$ cat src/rtl/wish_pkg.sv
// Shared definitions for the Wishbone pack/unpack family: tag bit indices and lane ordering.
package wish_pkg;

  localparam int unsigned TGC_FIRST = 0;
  localparam int unsigned TGC_LAST  = 1;

  // Lane driven on beat k of an n-lane word; big-endian sends the MSB lane first.
  function automatic int unsigned lane_sel(input int unsigned k, input logic le,
                                           input int unsigned n);
    return le ? k : (n - 1 - k);
  endfunction

endpackage

$ cat src/rtl/wish_word_buf.sv
// Two-entry word buffer: an active word being drained plus one prefetched word behind it.
module wish_word_buf
  import wish_pkg::*;
#(
  parameter int unsigned WORD_WIDTH = 32,
  parameter int unsigned CNT_WIDTH  = 3,
  parameter int unsigned TGC_WIDTH  = 2
) (
  input  logic                  clk_i,
  input  logic                  rst_n_i,
  input  logic                  push_i,
  input  logic [WORD_WIDTH-1:0] push_word_i,
  input  logic [CNT_WIDTH-1:0]  push_cnt_i,
  input  logic [TGC_WIDTH-1:0]  push_tgc_i,
  input  logic                  pop_i,
  output logic                  act_valid_o,
  output logic [WORD_WIDTH-1:0] act_word_o,
  output logic [CNT_WIDTH-1:0]  act_cnt_o,
  output logic [TGC_WIDTH-1:0]  act_tgc_o,
  output logic                  pf_valid_o
);

  logic                  act_v_q, act_v_d, pf_v_q, pf_v_d;
  logic [WORD_WIDTH-1:0] act_word_q, act_word_d, pf_word_q, pf_word_d;
  logic [CNT_WIDTH-1:0]  act_cnt_q, act_cnt_d, pf_cnt_q, pf_cnt_d;
  logic [TGC_WIDTH-1:0]  act_tgc_q, act_tgc_d, pf_tgc_q, pf_tgc_d;

  // Next-state: push goes to active if it is empty or popping, else to prefetch.
  // The caller never pushes while prefetch is full, so a push cannot collide with a refill.
  always_comb begin
    act_v_d    = act_v_q;
    act_word_d = act_word_q;
    act_cnt_d  = act_cnt_q;
    act_tgc_d  = act_tgc_q;
    pf_v_d     = pf_v_q;
    pf_word_d  = pf_word_q;
    pf_cnt_d   = pf_cnt_q;
    pf_tgc_d   = pf_tgc_q;
    if (act_v_q && !pop_i) begin
      if (push_i) begin
        pf_v_d    = 1'b1;
        pf_word_d = push_word_i;
        pf_cnt_d  = push_cnt_i;
        pf_tgc_d  = push_tgc_i;
      end
    end else if (pf_v_q) begin
      act_v_d    = 1'b1;
      act_word_d = pf_word_q;
      act_cnt_d  = pf_cnt_q;
      act_tgc_d  = pf_tgc_q;
      pf_v_d     = 1'b0;
    end else begin
      act_v_d = push_i;
      if (push_i) begin
        act_word_d = push_word_i;
        act_cnt_d  = push_cnt_i;
        act_tgc_d  = push_tgc_i;
      end
    end
  end

  // Buffer registers; reset discards both entries.
  always_ff @(posedge clk_i or negedge rst_n_i) begin
    if (!rst_n_i) begin
      act_v_q    <= 1'b0;
      act_word_q <= '0;
      act_cnt_q  <= '0;
      act_tgc_q  <= '0;
      pf_v_q     <= 1'b0;
      pf_word_q  <= '0;
      pf_cnt_q   <= '0;
      pf_tgc_q   <= '0;
    end else begin
      act_v_q    <= act_v_d;
      act_word_q <= act_word_d;
      act_cnt_q  <= act_cnt_d;
      act_tgc_q  <= act_tgc_d;
      pf_v_q     <= pf_v_d;
      pf_word_q  <= pf_word_d;
      pf_cnt_q   <= pf_cnt_d;
      pf_tgc_q   <= pf_tgc_d;
    end
  end

  assign act_valid_o = act_v_q;
  assign act_word_o  = act_word_q;
  assign act_cnt_o   = act_cnt_q;
  assign act_tgc_o   = act_tgc_q;
  assign pf_valid_o  = pf_v_q;

endmodule

$ cat src/rtl/wish_unpack_var.sv
// Streaming Wishbone width down-converter with per-word lane count and one-word prefetch.
module wish_unpack_var
  import wish_pkg::*;
#(
  parameter int unsigned  DATA_WIDTH    = 8,
  parameter int unsigned  NUM_PACK      = 4,
  parameter int unsigned  TGC_WIDTH     = 2,
  parameter int unsigned  LITTLE_ENDIAN = 0,
  localparam int unsigned CNT_WIDTH     = $clog2(NUM_PACK + 1)
) (
  input  logic                           clk_i,
  input  logic                           rst_n_i,
  input  logic                           s_stb_i,
  input  logic                           s_cyc_i,
  input  logic [DATA_WIDTH*NUM_PACK-1:0] s_dat_i,
  input  logic [CNT_WIDTH-1:0]           s_cnt_i,
  input  logic [TGC_WIDTH-1:0]           s_tgc_i,
  output logic                           s_stall_o,
  output logic                           s_ack_o,
  output logic                           d_stb_o,
  output logic                           d_cyc_o,
  output logic [DATA_WIDTH-1:0]          d_dat_o,
  output logic [TGC_WIDTH-1:0]           d_tgc_o,
  input  logic                           d_ack_i
);

  localparam int unsigned WORD_WIDTH = DATA_WIDTH * NUM_PACK;

  logic                  stall, accept, last_beat, beat_done, pop;
  logic [CNT_WIDTH-1:0]  cnt_norm, beat_q, beat_d;
  logic                  ack_q, ack_d;
  logic                  act_valid, pf_valid;
  logic [WORD_WIDTH-1:0] act_word;
  logic [CNT_WIDTH-1:0]  act_cnt;
  logic [TGC_WIDTH-1:0]  act_tgc;
  logic [DATA_WIDTH-1:0] beat_dat;
  logic [TGC_WIDTH-1:0]  beat_tgc;
  int unsigned           lane;

  // Source side: stall while prefetch is full (and during reset); out-of-range counts mean full.
  always_comb begin
    stall    = ~rst_n_i | pf_valid;
    accept   = s_stb_i & s_cyc_i & ~stall;
    cnt_norm = s_cnt_i;
    if (s_cnt_i == '0 || s_cnt_i > CNT_WIDTH'(NUM_PACK)) begin
      cnt_norm = CNT_WIDTH'(NUM_PACK);
    end
  end

  // Lane counter: advances on each completed beat, wraps after the word's last valid beat.
  always_comb begin
    last_beat = (beat_q == act_cnt - CNT_WIDTH'(1));
    beat_done = act_valid & d_ack_i;
    pop       = beat_done & last_beat;
    ack_d     = accept;
    beat_d    = beat_q;
    if (pop) begin
      beat_d = '0;
    end else if (beat_done) begin
      beat_d = beat_q + CNT_WIDTH'(1);
    end
  end

  // Beat mux and tag shaping; outputs are forced to zero while no word is active.
  always_comb begin
    lane     = lane_sel(32'(beat_q), LITTLE_ENDIAN != 0, NUM_PACK);
    beat_dat = '0;
    for (int unsigned i = 0; i < NUM_PACK; i++) begin
      if (lane == i) beat_dat = act_word[i*DATA_WIDTH +: DATA_WIDTH];
    end
    beat_tgc            = act_tgc;
    beat_tgc[TGC_FIRST] = act_tgc[TGC_FIRST] & (beat_q == '0);
    beat_tgc[TGC_LAST]  = act_tgc[TGC_LAST] & last_beat;
    d_stb_o             = act_valid;
    d_cyc_o             = act_valid;
    d_dat_o             = act_valid ? beat_dat : '0;
    d_tgc_o             = act_valid ? beat_tgc : '0;
  end

  // Lane index and registered source acknowledge.
  always_ff @(posedge clk_i or negedge rst_n_i) begin
    if (!rst_n_i) begin
      beat_q <= '0;
      ack_q  <= 1'b0;
    end else begin
      beat_q <= beat_d;
      ack_q  <= ack_d;
    end
  end

  assign s_stall_o = stall;
  assign s_ack_o   = ack_q;

  wish_word_buf #(
    .WORD_WIDTH(WORD_WIDTH),
    .CNT_WIDTH (CNT_WIDTH),
    .TGC_WIDTH (TGC_WIDTH)
  ) u_buf (
    .clk_i      (clk_i),
    .rst_n_i    (rst_n_i),
    .push_i     (accept),
    .push_word_i(s_dat_i),
    .push_cnt_i (cnt_norm),
    .push_tgc_i (s_tgc_i),
    .pop_i      (pop),
    .act_valid_o(act_valid),
    .act_word_o (act_word),
    .act_cnt_o  (act_cnt),
    .act_tgc_o  (act_tgc),
    .pf_valid_o (pf_valid)
  );

endmodule

$ cat config.mk
export PLATFORM = sky130hd
export DESIGN_NAME = wish_unpack_var
export DESIGN_NICKNAME = d
export VERILOG_FILES = /design/src/rtl/wish_pkg.sv /design/src/rtl/wish_word_buf.sv /design/src/rtl/wish_unpack_var.sv
export SDC_FILE = /design/constraint.sdc
export NUM_CORES = 1
export LEC_CHECK = 0
export BUFFER_PORTS_ARGS = -buffer_cell sky130_fd_sc_hd__buf_2
export CAP_MARGIN = 20
export CORE_MARGIN = 2
export CORE_UTILIZATION = 40
export CTS_CLUSTER_DIAMETER = 50
export DETAILED_ROUTE_END_ITERATION = 6
export HOLD_SLACK_MARGIN = 0.12
export MAX_ROUTING_LAYER = met4
export SYNTH_ARGS = -nofsm -noshare
export SYNTH_HDL_FRONTEND = slang
export SYNTH_SLANG_ARGS = --single-unit
$ cat constraint.sdc
create_clock -name clk_i -period 3 [get_ports clk_i]
set_input_delay 0.3 -clock clk_i [delete_from_list [all_inputs] [get_ports clk_i]]
set_output_delay 0.3 -clock clk_i [all_outputs]
set_load 0.005 [all_outputs]
== Word level (Yosys, flattened, before mapping) ==
Cells that the tools add are included.

* Output and inout port bits: 14
* Input bits: 42
* Register bits after elaboration: 80
* Word-level logic and storage cells: 57

* Mux-type cells: 18
* Bitwise operators: 10
* Reduce and logical (&&, ||, !) cells: 10
* Add/subtract/negate cells: 3
* Equality and inequality tests: 5
* Magnitude comparators: 1

{| class="wikitable"
|+ Operator list
! operator !! count
|-
| equality test 32 x 2 -> 1 bit, second input constant || 2
|-
| two-way mux 32 bit || 2
|-
| two-way mux 8 bit || 5
|-
| equality test 32 x 1 -> 1 bit, second input constant || 1
|-
| logical NOT 32 bit || 1
|-
| two-way mux 3 bit || 5
|-
| AND 1 bit || 6
|-
| logical NOT 3 bit || 2
|-
| two-way mux 2 bit || 3
|-
| AND reduction 2 bit || 2
|-
| nonzero test 2 bit || 2
|-
| subtractor 2 x 3 -> 4 bit, first input constant || 1
|-
| adder 3 x 1 -> 3 bit, second input constant || 1
|-
| equality test 3 bit || 1
|-
| > comparator 3 bit, second input constant || 1
|-
| two-way mux 1 bit || 3
|-
| NOT 1 bit || 3
|-
| subtractor 3 x 1 -> 3 bit, second input constant || 1
|-
| inequality test 2 bit, second input constant || 1
|-
| logical AND 1 bit || 1
|-
| logical NOT 1 bit || 1
|-
| logical OR 1 bit || 1
|-
| OR 1 bit || 1
|}

== Longest topological paths before layout ==
Gate-level depths: netlist of the first run.

* Depth in word-level cells: 7
* Mapped depth: 8

== Modules after synthesis ==
A second synthesis of the first run with hierarchy kept.

* Cell total of the unflattened synthesis: 312
* Area total of the unflattened synthesis: 4,149.0 um2

{| class="wikitable"
|+ By module, submodules not included
! module !! area an instance (um2) !! cells each !! instances
|-
| wish_word_buf || 3,358.2 || 204 || 1
|-
| wish_unpack_var || 790.8 || 108 || 1
|}

== Least setup slack after synthesis of the first run ==
OpenSTA, ideal clock, no wires.

* Kind: register to register
* Start point: register u_buf.act_cnt_q[0] (netlist: u_buf.act_cnt_o[0])
* End point: register u_buf.act_word_q[11] (netlist: u_buf.act_word_o[11])
* Slack: 0.888 ns
* Path buffers: 1
* Arrival: 1.987 ns
* Stages on the path, launching flop included: 8
* Required time: 2.875 ns
* Period minus slack after synthesis: 2.112 ns
* Cells stage by stage: dfrtp_1 > inv_1 > ha_1 > xnor3_1 > nand4_2 > a21oi_4 > buf_6 > mux2_2

* Longest elaborated chain between the ends: 7

{| class="wikitable"
|+ Ends and longest elaborated chain
! element !! line !! source
|-
| start, declared || wish_word_buf.sv:25 || <nowiki>logic [CNT_WIDTH-1:0] act_cnt_q, act_cnt_d, pf_cnt_q, pf_cnt_d;</nowiki>
|-
| start signal, assigned || wish_word_buf.sv:76 || <nowiki>act_cnt_q <= act_cnt_d;</nowiki>
|-
| subtractor 3 x 1 -> 3 bit || wish_unpack_var.sv:52 || <nowiki>last_beat = (beat_q == act_cnt - CNT_WIDTH'(1));</nowiki>
|-
| equality test 3 bit || wish_unpack_var.sv:52 ||
|-
| AND 1 bit || wish_unpack_var.sv:54 || <nowiki>pop = beat_done & last_beat;</nowiki>
|-
| logical NOT 1 bit || wish_word_buf.sv:39 || <nowiki>if (act_v_q && !pop_i) begin</nowiki>
|-
| logical AND 1 bit || wish_word_buf.sv:39 ||
|-
| NOT 1 bit (no source line) || - ||
|-
| AND reduction 2 bit (no source line) || - ||
|-
| end signal, assigned || wish_word_buf.sv:75 || <nowiki>act_word_q <= act_word_d;</nowiki>
|-
| end, declared || wish_word_buf.sv:24 || <nowiki>logic [WORD_WIDTH-1:0] act_word_q, act_word_d, pf_word_q, pf_word_d;</nowiki>
|}

Every way passes these cells.
A chain may end at the register's enable or synchronous reset.

== Worst setup path in the final report of the first run ==
* Start point: register beat_q[0]
* End point: output d_dat_o[4]

* Longest elaborated chain between the ends: 7

{| class="wikitable"
|+ Ends and longest elaborated chain
! element !! line !! source
|-
| start, declared || wish_unpack_var.sv:30 || <nowiki>logic [CNT_WIDTH-1:0] cnt_norm, beat_q, beat_d;</nowiki>
|-
| start signal, assigned || wish_unpack_var.sv:86 || <nowiki>beat_q <= beat_d;</nowiki>
|-
| subtractor 2 x 3 -> 4 bit (*) || wish_pkg.sv:10 || <nowiki>return le ? k : (n - 1 - k);</nowiki>
|-
| logical NOT 32 bit || wish_unpack_var.sv:69 || <nowiki>if (lane == i) beat_dat = act_word[i*DATA_WIDTH +: DATA_WIDTH];</nowiki>
|-
| two-way mux 8 bit (3 in a row) || wish_unpack_var.sv:69 ||
|-
| two-way mux 8 bit (*) || wish_unpack_var.sv:69 ||
|-
| two-way mux 8 bit (*) || wish_unpack_var.sv:76 || <nowiki>d_dat_o = act_valid ? beat_dat : '0;</nowiki>
|-
| end, declared || wish_unpack_var.sv:22 || <nowiki>output logic [DATA_WIDTH-1:0] d_dat_o,</nowiki>
|}

Mark *: on every way between the ends. The rest lies on a longest branch, timed or not.

==> results of run 1 <==
==> final cells by class <==
cell class / instances / share of cell area [%]
Multi-Input combinational cell: 199 / 41.4
Timing Repair Buffer: 63 / 7.31
Sequential cell: 80 / 43.0
Clock inverter: 4 / 0.968
Inverter: 9 / 0.726
Tap cell: 133 / 3.58
Clock buffer: 11 / 3.04
==> registers in the layout, summed over array words and instances (netlist names) <==
| name | flops |
|---|---|
| u_buf.act_word_o | 32 |
| u_buf.pf_word_q | 32 |
| beat_q | 3 |
| u_buf.act_cnt_o | 3 |
| u_buf.pf_cnt_q | 3 |
| u_buf.act_tgc_o | 2 |
| u_buf.pf_tgc_q | 2 |
| s_ack_o | 1 |
| u_buf.act_valid_o | 1 |
| u_buf.pf_valid_o | 1 |
==> worst max-delay path, delay by kind of cell, from the launching register on <==
| family | cells | cell delay, ps |
|---|---|---|
| adders and majority gates | 1 | 310 |
| DFF | 1 | 460 |
| buffers and inverters | 2 | 260 |
| AOI/OAI and AO/OA | 2 | 630 |
| and+or+nand+nor | 2 | 370 |
==> what timing repair did <==
action / CTS / global route
endpoints found under the setup margin: 0 / 4
hold buffers: 1 / 0
hold endpoints to repair: 1 / 0
resized for setup: 0 / 1
==> routing by layer <==
metal / track usage, % / vias to the layer above / routed length (um)
met5: - / - / 0
met4: 5.81 / 0 / 131
met3: 3.49 / 12 / 250
met2: 25.1 / 46 / 3900
met1: 20.8 / 1254 / 3640
li1: - / 1197 / -
==> worst paths after layout <==
kind                       slack, ps  depth (start not counted)             endpoint          startpoint
min                              190                          2  u_buf.pf_word_q[30]         s_dat_i[30]
max                              330                          7           d_dat_o[4]           beat_q[0]
max in group asynchronous       1450                          4  u_buf.act_word_o[6]             rst_n_i
min reg2reg                      500                          1              s_ack_o    u_buf.pf_valid_o
max reg2reg                      610                          7    u_buf.pf_cnt_q[1]  u_buf.act_cnt_o[0]
min in group asynchronous        300                          2              s_ack_o             rst_n_i
==> layout by cell type, fill, tap and decap left out, types with 4 or more instances in the layout <==
cell / instances
clkbuf_8: 10
nand3_1: 18
mux2_2: 77
nor2_1: 10
mux2_4: 27
buf_4: 8
ha_1: 7
inv_1: 8
nand2_1: 17
a311o_1: 8
o21ai_0: 4
buf_2: 54
a21boi_0: 8
dfrtp_1: 80
nand2b_1: 4
==> kinds of logic after synthesis <==
family                     count (synthesis)
AOI/OAI and AO/OA                         24
DFF                                       80
and+or+nand+nor                           57
adders and majority gates                  7
buffers and inverters                     29
xor gates and xnor gates                   3
muxes                                    108
==> power groups by stage <==
stage	combinational [uW]	sequential (uW)	clock [uW]
final	2150	1940	771
after detailed placement	2180	1950	0
after global routing	2380	2000	845
after global placement	2140	1940	0
after floorplan	1760	1830	0
after CTS	2190	1940	801
==> stage by stage <==
stage	instances	utilization, %
floorplan	308	-
global placement	483	45.4
detailed placement	483	45.4
CTS	499	47.4
global route	499	47.4
finish	499	47.4
==> impl_metrics.ini, run 1 <==
[synth]
synth_compound_area_share_pct = 4.84
yosys.area_share.simple_pct = 6.93
synth_edf_count = 0
ys_ff_latch = 80
synthAdderAreaFrac_pct = 2.15
synth_most_common_cell = dfrtp_1
synth_nets = 357
synth-warning-count = 0
yosysSeqAreaShare_pct = 49.0
ys.flop_type = dfrtp_1
synth_top_family_by_area = multiplexers
synthTopCellsByCount = dfrtp_1, mux2_2, mux2_4
synth_xor_area_share_pct = 0.981
synth_top_area_cell = dfrtp_1
synth_area_um2 = 4080
synthMuxAreaShare_pct = 32.2
async_reset_ff_share_pct = 100
netlist.area_leader.share_pct = 49.0
syn_inst = 308
yosys-top-cells-area = dfrtp_1, mux2_2, mux2_4
syn_avg_cell_area_um2 = 13.3
synth_cell_types = 31

[finish]
multiInputGateArea_um2 = 1920
nNetsFinal = 411
seq_area_um2 = 2000
nFillCells = 922
drive_gt1_share_pct = 50.5
area_delta_synth_final_pct = 14.0
fin_area_um2 = 4650
n_antenna_cell = 0

[timing]
finalWorstSetupSlack_ps = 326
timing_hold_violations_final = 0
max_freq_ghz = 0.374
tns_ps = 0
rsz0062_at_grt = no
period_needed_ps = 2670
setup_viol = 0
slew_violations = 0
worstMarginPinSlew_ps = 684
slew_headroom_pct = 54.4
clock-skew-final_ps = 7.05
whs_ps = 191
post-route-period-util_pct = 89.1

[placement]
hpwl_um = 5650
dp_slack_ps = 516
placed_area_um2 = 4450
finalWeightedCongestion = 0.777
io_buffers = 55

[cts]
cts.sinks = 80
insertion_delay_ps = 340
ctsRootBufferMaster = clkbuf_8
htree_levels = 3
cts_buffers = 9
postCtsSetupBuffers = 0
cts_tree = done
clk_pin_slew_ps = 80
cts_max_path_buffers = 2

[routing]
vias = 2509
drc = 0
finalWirelength_um = 7920
drt-pass1-iter-count = 4
avgViaCountPerCell = 5.03
antenna_left = 0
wire_per_inst_um = 15.9
drt-initial-drc-count = 110

[global_routing]
globalRouteOverflowTotal = 0
grt_pass1_wl_um = 13600
grt_pass1_vias = 2664
antenna_found_initial = 0
grt_usage_pct = 16.1
grt_max_degree = 43

[setup_path]
path_max_fanout = 9
critPathKind = reg -> out
cp_slowest_cell = dfrtp_1
worstSetupStartpointType = register
required_ps = 2700
endpoint_kind = output pin
crit_arrival_ps = 2370
cp_slowest_stage_delay_ps = 460
path_cells = inv_1, ha_1, nand2b_1, nand3_1, a311o_1, a21boi_0, buf_2

[power_and_ir_drop]
seqPwrFrac_pct = 39.9
pwr-share-clk_pct = 15.9
p_comb_share_pct = 44.2
p_switching_uw = 1580
powerDensity_nw_per_um2 = 1040
swShare_pct = 32.5
p_leak_uw = 0.00222
internal-power_uw = 3280
max-vdd-ir-drop_mv = 0.602
power_uw = 4850

[floorplan]
die_y_um = 105
die-width_um = 105
rows = 36
coreArea_um2 = 9820
die_area_um2 = 11000
initial_utilization_pct = 41.6
ios = 56

[run]
drv_cap = 0

[outcome]
status = completed

[worst_hold_path]
hold_class = in -> reg
Power figures use the tool's default switching activity.
==> inputs of run 2 (changes only) <==
CAP_MARGIN = 25   (was 20)
CORE_ASPECT_RATIO = 0.6   (was not set)
HOLD_SLACK_MARGIN = 0.08   (was 0.12)
==> run 2 against run 1 <==
Effect of this change: critical path depth unchanged; sequential cell count unchanged; cell count grew 0.20%; register-to-register slack got worse by 40 ps; total power rose by 5.3%; combinational power hardly changed; clock skew shrank 3.4 ps; global-route usage up 0.21 points; setup slack improved by 27 ps; via count decreased by 2.2%; die area rose by 0.23%.
==> impl_metrics.ini, run 2 (synthesis gave the netlist of run 1 again) <==
[finish]
area_delta_synth_final_pct = 15.9
multiInputGateArea_um2 = 1920
nNetsFinal = 410
layout_common_cells = dfrtp_1, mux2_2, buf_2
layout_commonest_cell = dfrtp_1
finalNonFillerCells = 500
seq_area_um2 = 2000
n_antenna_cell = 0
drive_gt1_share_pct = 50.1
nFillCells = 891
post-route-util_pct = 47.9

[timing]
rsz0062_at_grt = no
slew_violations = 0
period_needed_ps = 2650
setup_viol = 0
tns_ps = 0
worstMarginPinSlew_ps = 744
slew_headroom_pct = 50.4
max_freq_ghz = 0.378
clock-skew-final_ps = 3.68
post-route-period-util_pct = 88.2
whs_ps = 206
timing_hold_violations_final = 0

[routing]
wire_per_inst_um = 16.2
dr_wl_met2_um = 3080
wl_met3_um = 397
drt-pass1-iter-count = 4
finalWirelength_um = 8090
topRoutingLayerUsed = met4
vias = 2454
avgViaCountPerCell = 4.91
drc = 0
drt-initial-drc-count = 142
drt-met1-wl_um = 4540
antenna_left = 0

[setup_path]
crit_arrival_ps = 2350
path_delay_family = compound AO/OA/AOI/OAI gates
cp_slowest_cell = dfrtp_1
path_buf_inv = 2
path_cells = inv_1, ha_1, nand2b_1, nand3_1, a311o_1, a21boi_0, buf_2
path_max_fanout = 9
worstSetupStartpointType = register
endpoint_kind = output pin
critPathKind = reg -> out
required_ps = 2700
cp_slowest_stage_delay_ps = 450

[global_routing]
grt_pass1_vias = 2512
grt_usage_pct = 16.4
globalRouteOverflowTotal = 0
grt_max_degree = 55
grt_pass1_wl_um = 13100
antenna_found_initial = 0

[power_and_ir_drop]
max-vdd-ir-drop_mv = 0.638
powerDensity_nw_per_um2 = 1080
p_leak_uw = 0.00225

[floorplan]
die_area_um2 = 11100
die_y_um = 82.3
die-width_um = 134
initial_utilization_pct = 41.3
rows = 28
ios = 56
coreArea_um2 = 9880

[cts]
ctsRootBufferMaster = clkbuf_16
insertion_delay_ps = 340
postCtsSetupBuffers = 0
cts_buffers = 9
cts_tree = done
cts_max_path_buffers = 2
postCtsHoldBufs = 1
post_cts_resize_count = 0
htree_levels = 3
clk_pin_slew_ps = 60
cts.sinks = 80

[outcome]
status = completed

[placement]
hpwl_um = 5770
dpl.cell_count = 484
finalWeightedCongestion = 0.755
io_buffers = 55

[worst_hold_path]
hold_class = in -> reg

[run]
drv_cap = 0
-- run 2: changes by cell type in the layout (fill, tap and decap cells not counted), sizes merged --
cell | before | now
buf | 62 | 61
bufinv | 1 | 0
clkbuf | 11 | 12
clkinv | 4 | 3
clkinvlp | 0 | 1
-- run 2: final cells by class --
type / instances / share of cell area [%]
clock buffers: 12 / 5.42
clock inverters: 3 / 0.370
inverters: 9 / 0.714
multi-input cells: 199 / 40.6
flip-flops and latches: 80 / 42.3
well taps: 135 / 3.57
repair buffers: 62 / 7.03
-- run 2: worst paths after layout --
path,start,slack (ps),depth (start not counted),endpoint
setup / recovery,beat_q[0],350,7,d_dat_o[1]
setup reg to reg,u_buf.act_cnt_o[0],570,6,u_buf.pf_word_q[4]
hold / removal,s_dat_i[30],210,2,u_buf.pf_word_q[30]
hold reg to reg,u_buf.pf_valid_o,490,1,s_ack_o
max in group asynchronous,rst_n_i,1360,4,beat_q[0]
min in group asynchronous,rst_n_i,350,2,u_buf.pf_tgc_q[0]
-- run 2: where the power goes --
group          leakage (uW)  switching [uW]  internal [uW]
Combinational       0.00114             889           1270
Sequential         0.000973             333           1610
Clock              0.000134             411            598
Total               0.00225            1630           3480
-- run 2: routing by layer --
metal  vias up  global-route usage [%]
met5         -                       -
li1       1198                       -
met2        57                    21.1
met1      1190                    24.3
met3         9                    4.82
met4         0                    4.74
-- run 2: metrics by stage --
stage / cell area, um2 / power [uW] / setup slack (ps)
floorplan: 4080 / 3590 / 888
global placement: 4450 / 4070 / 613
detailed placement: 4450 / 4130 / 555
CTS: 4730 / 5170 / 319
global route: 4730 / 5480 / 159
finish: 4730 / 5110 / 353
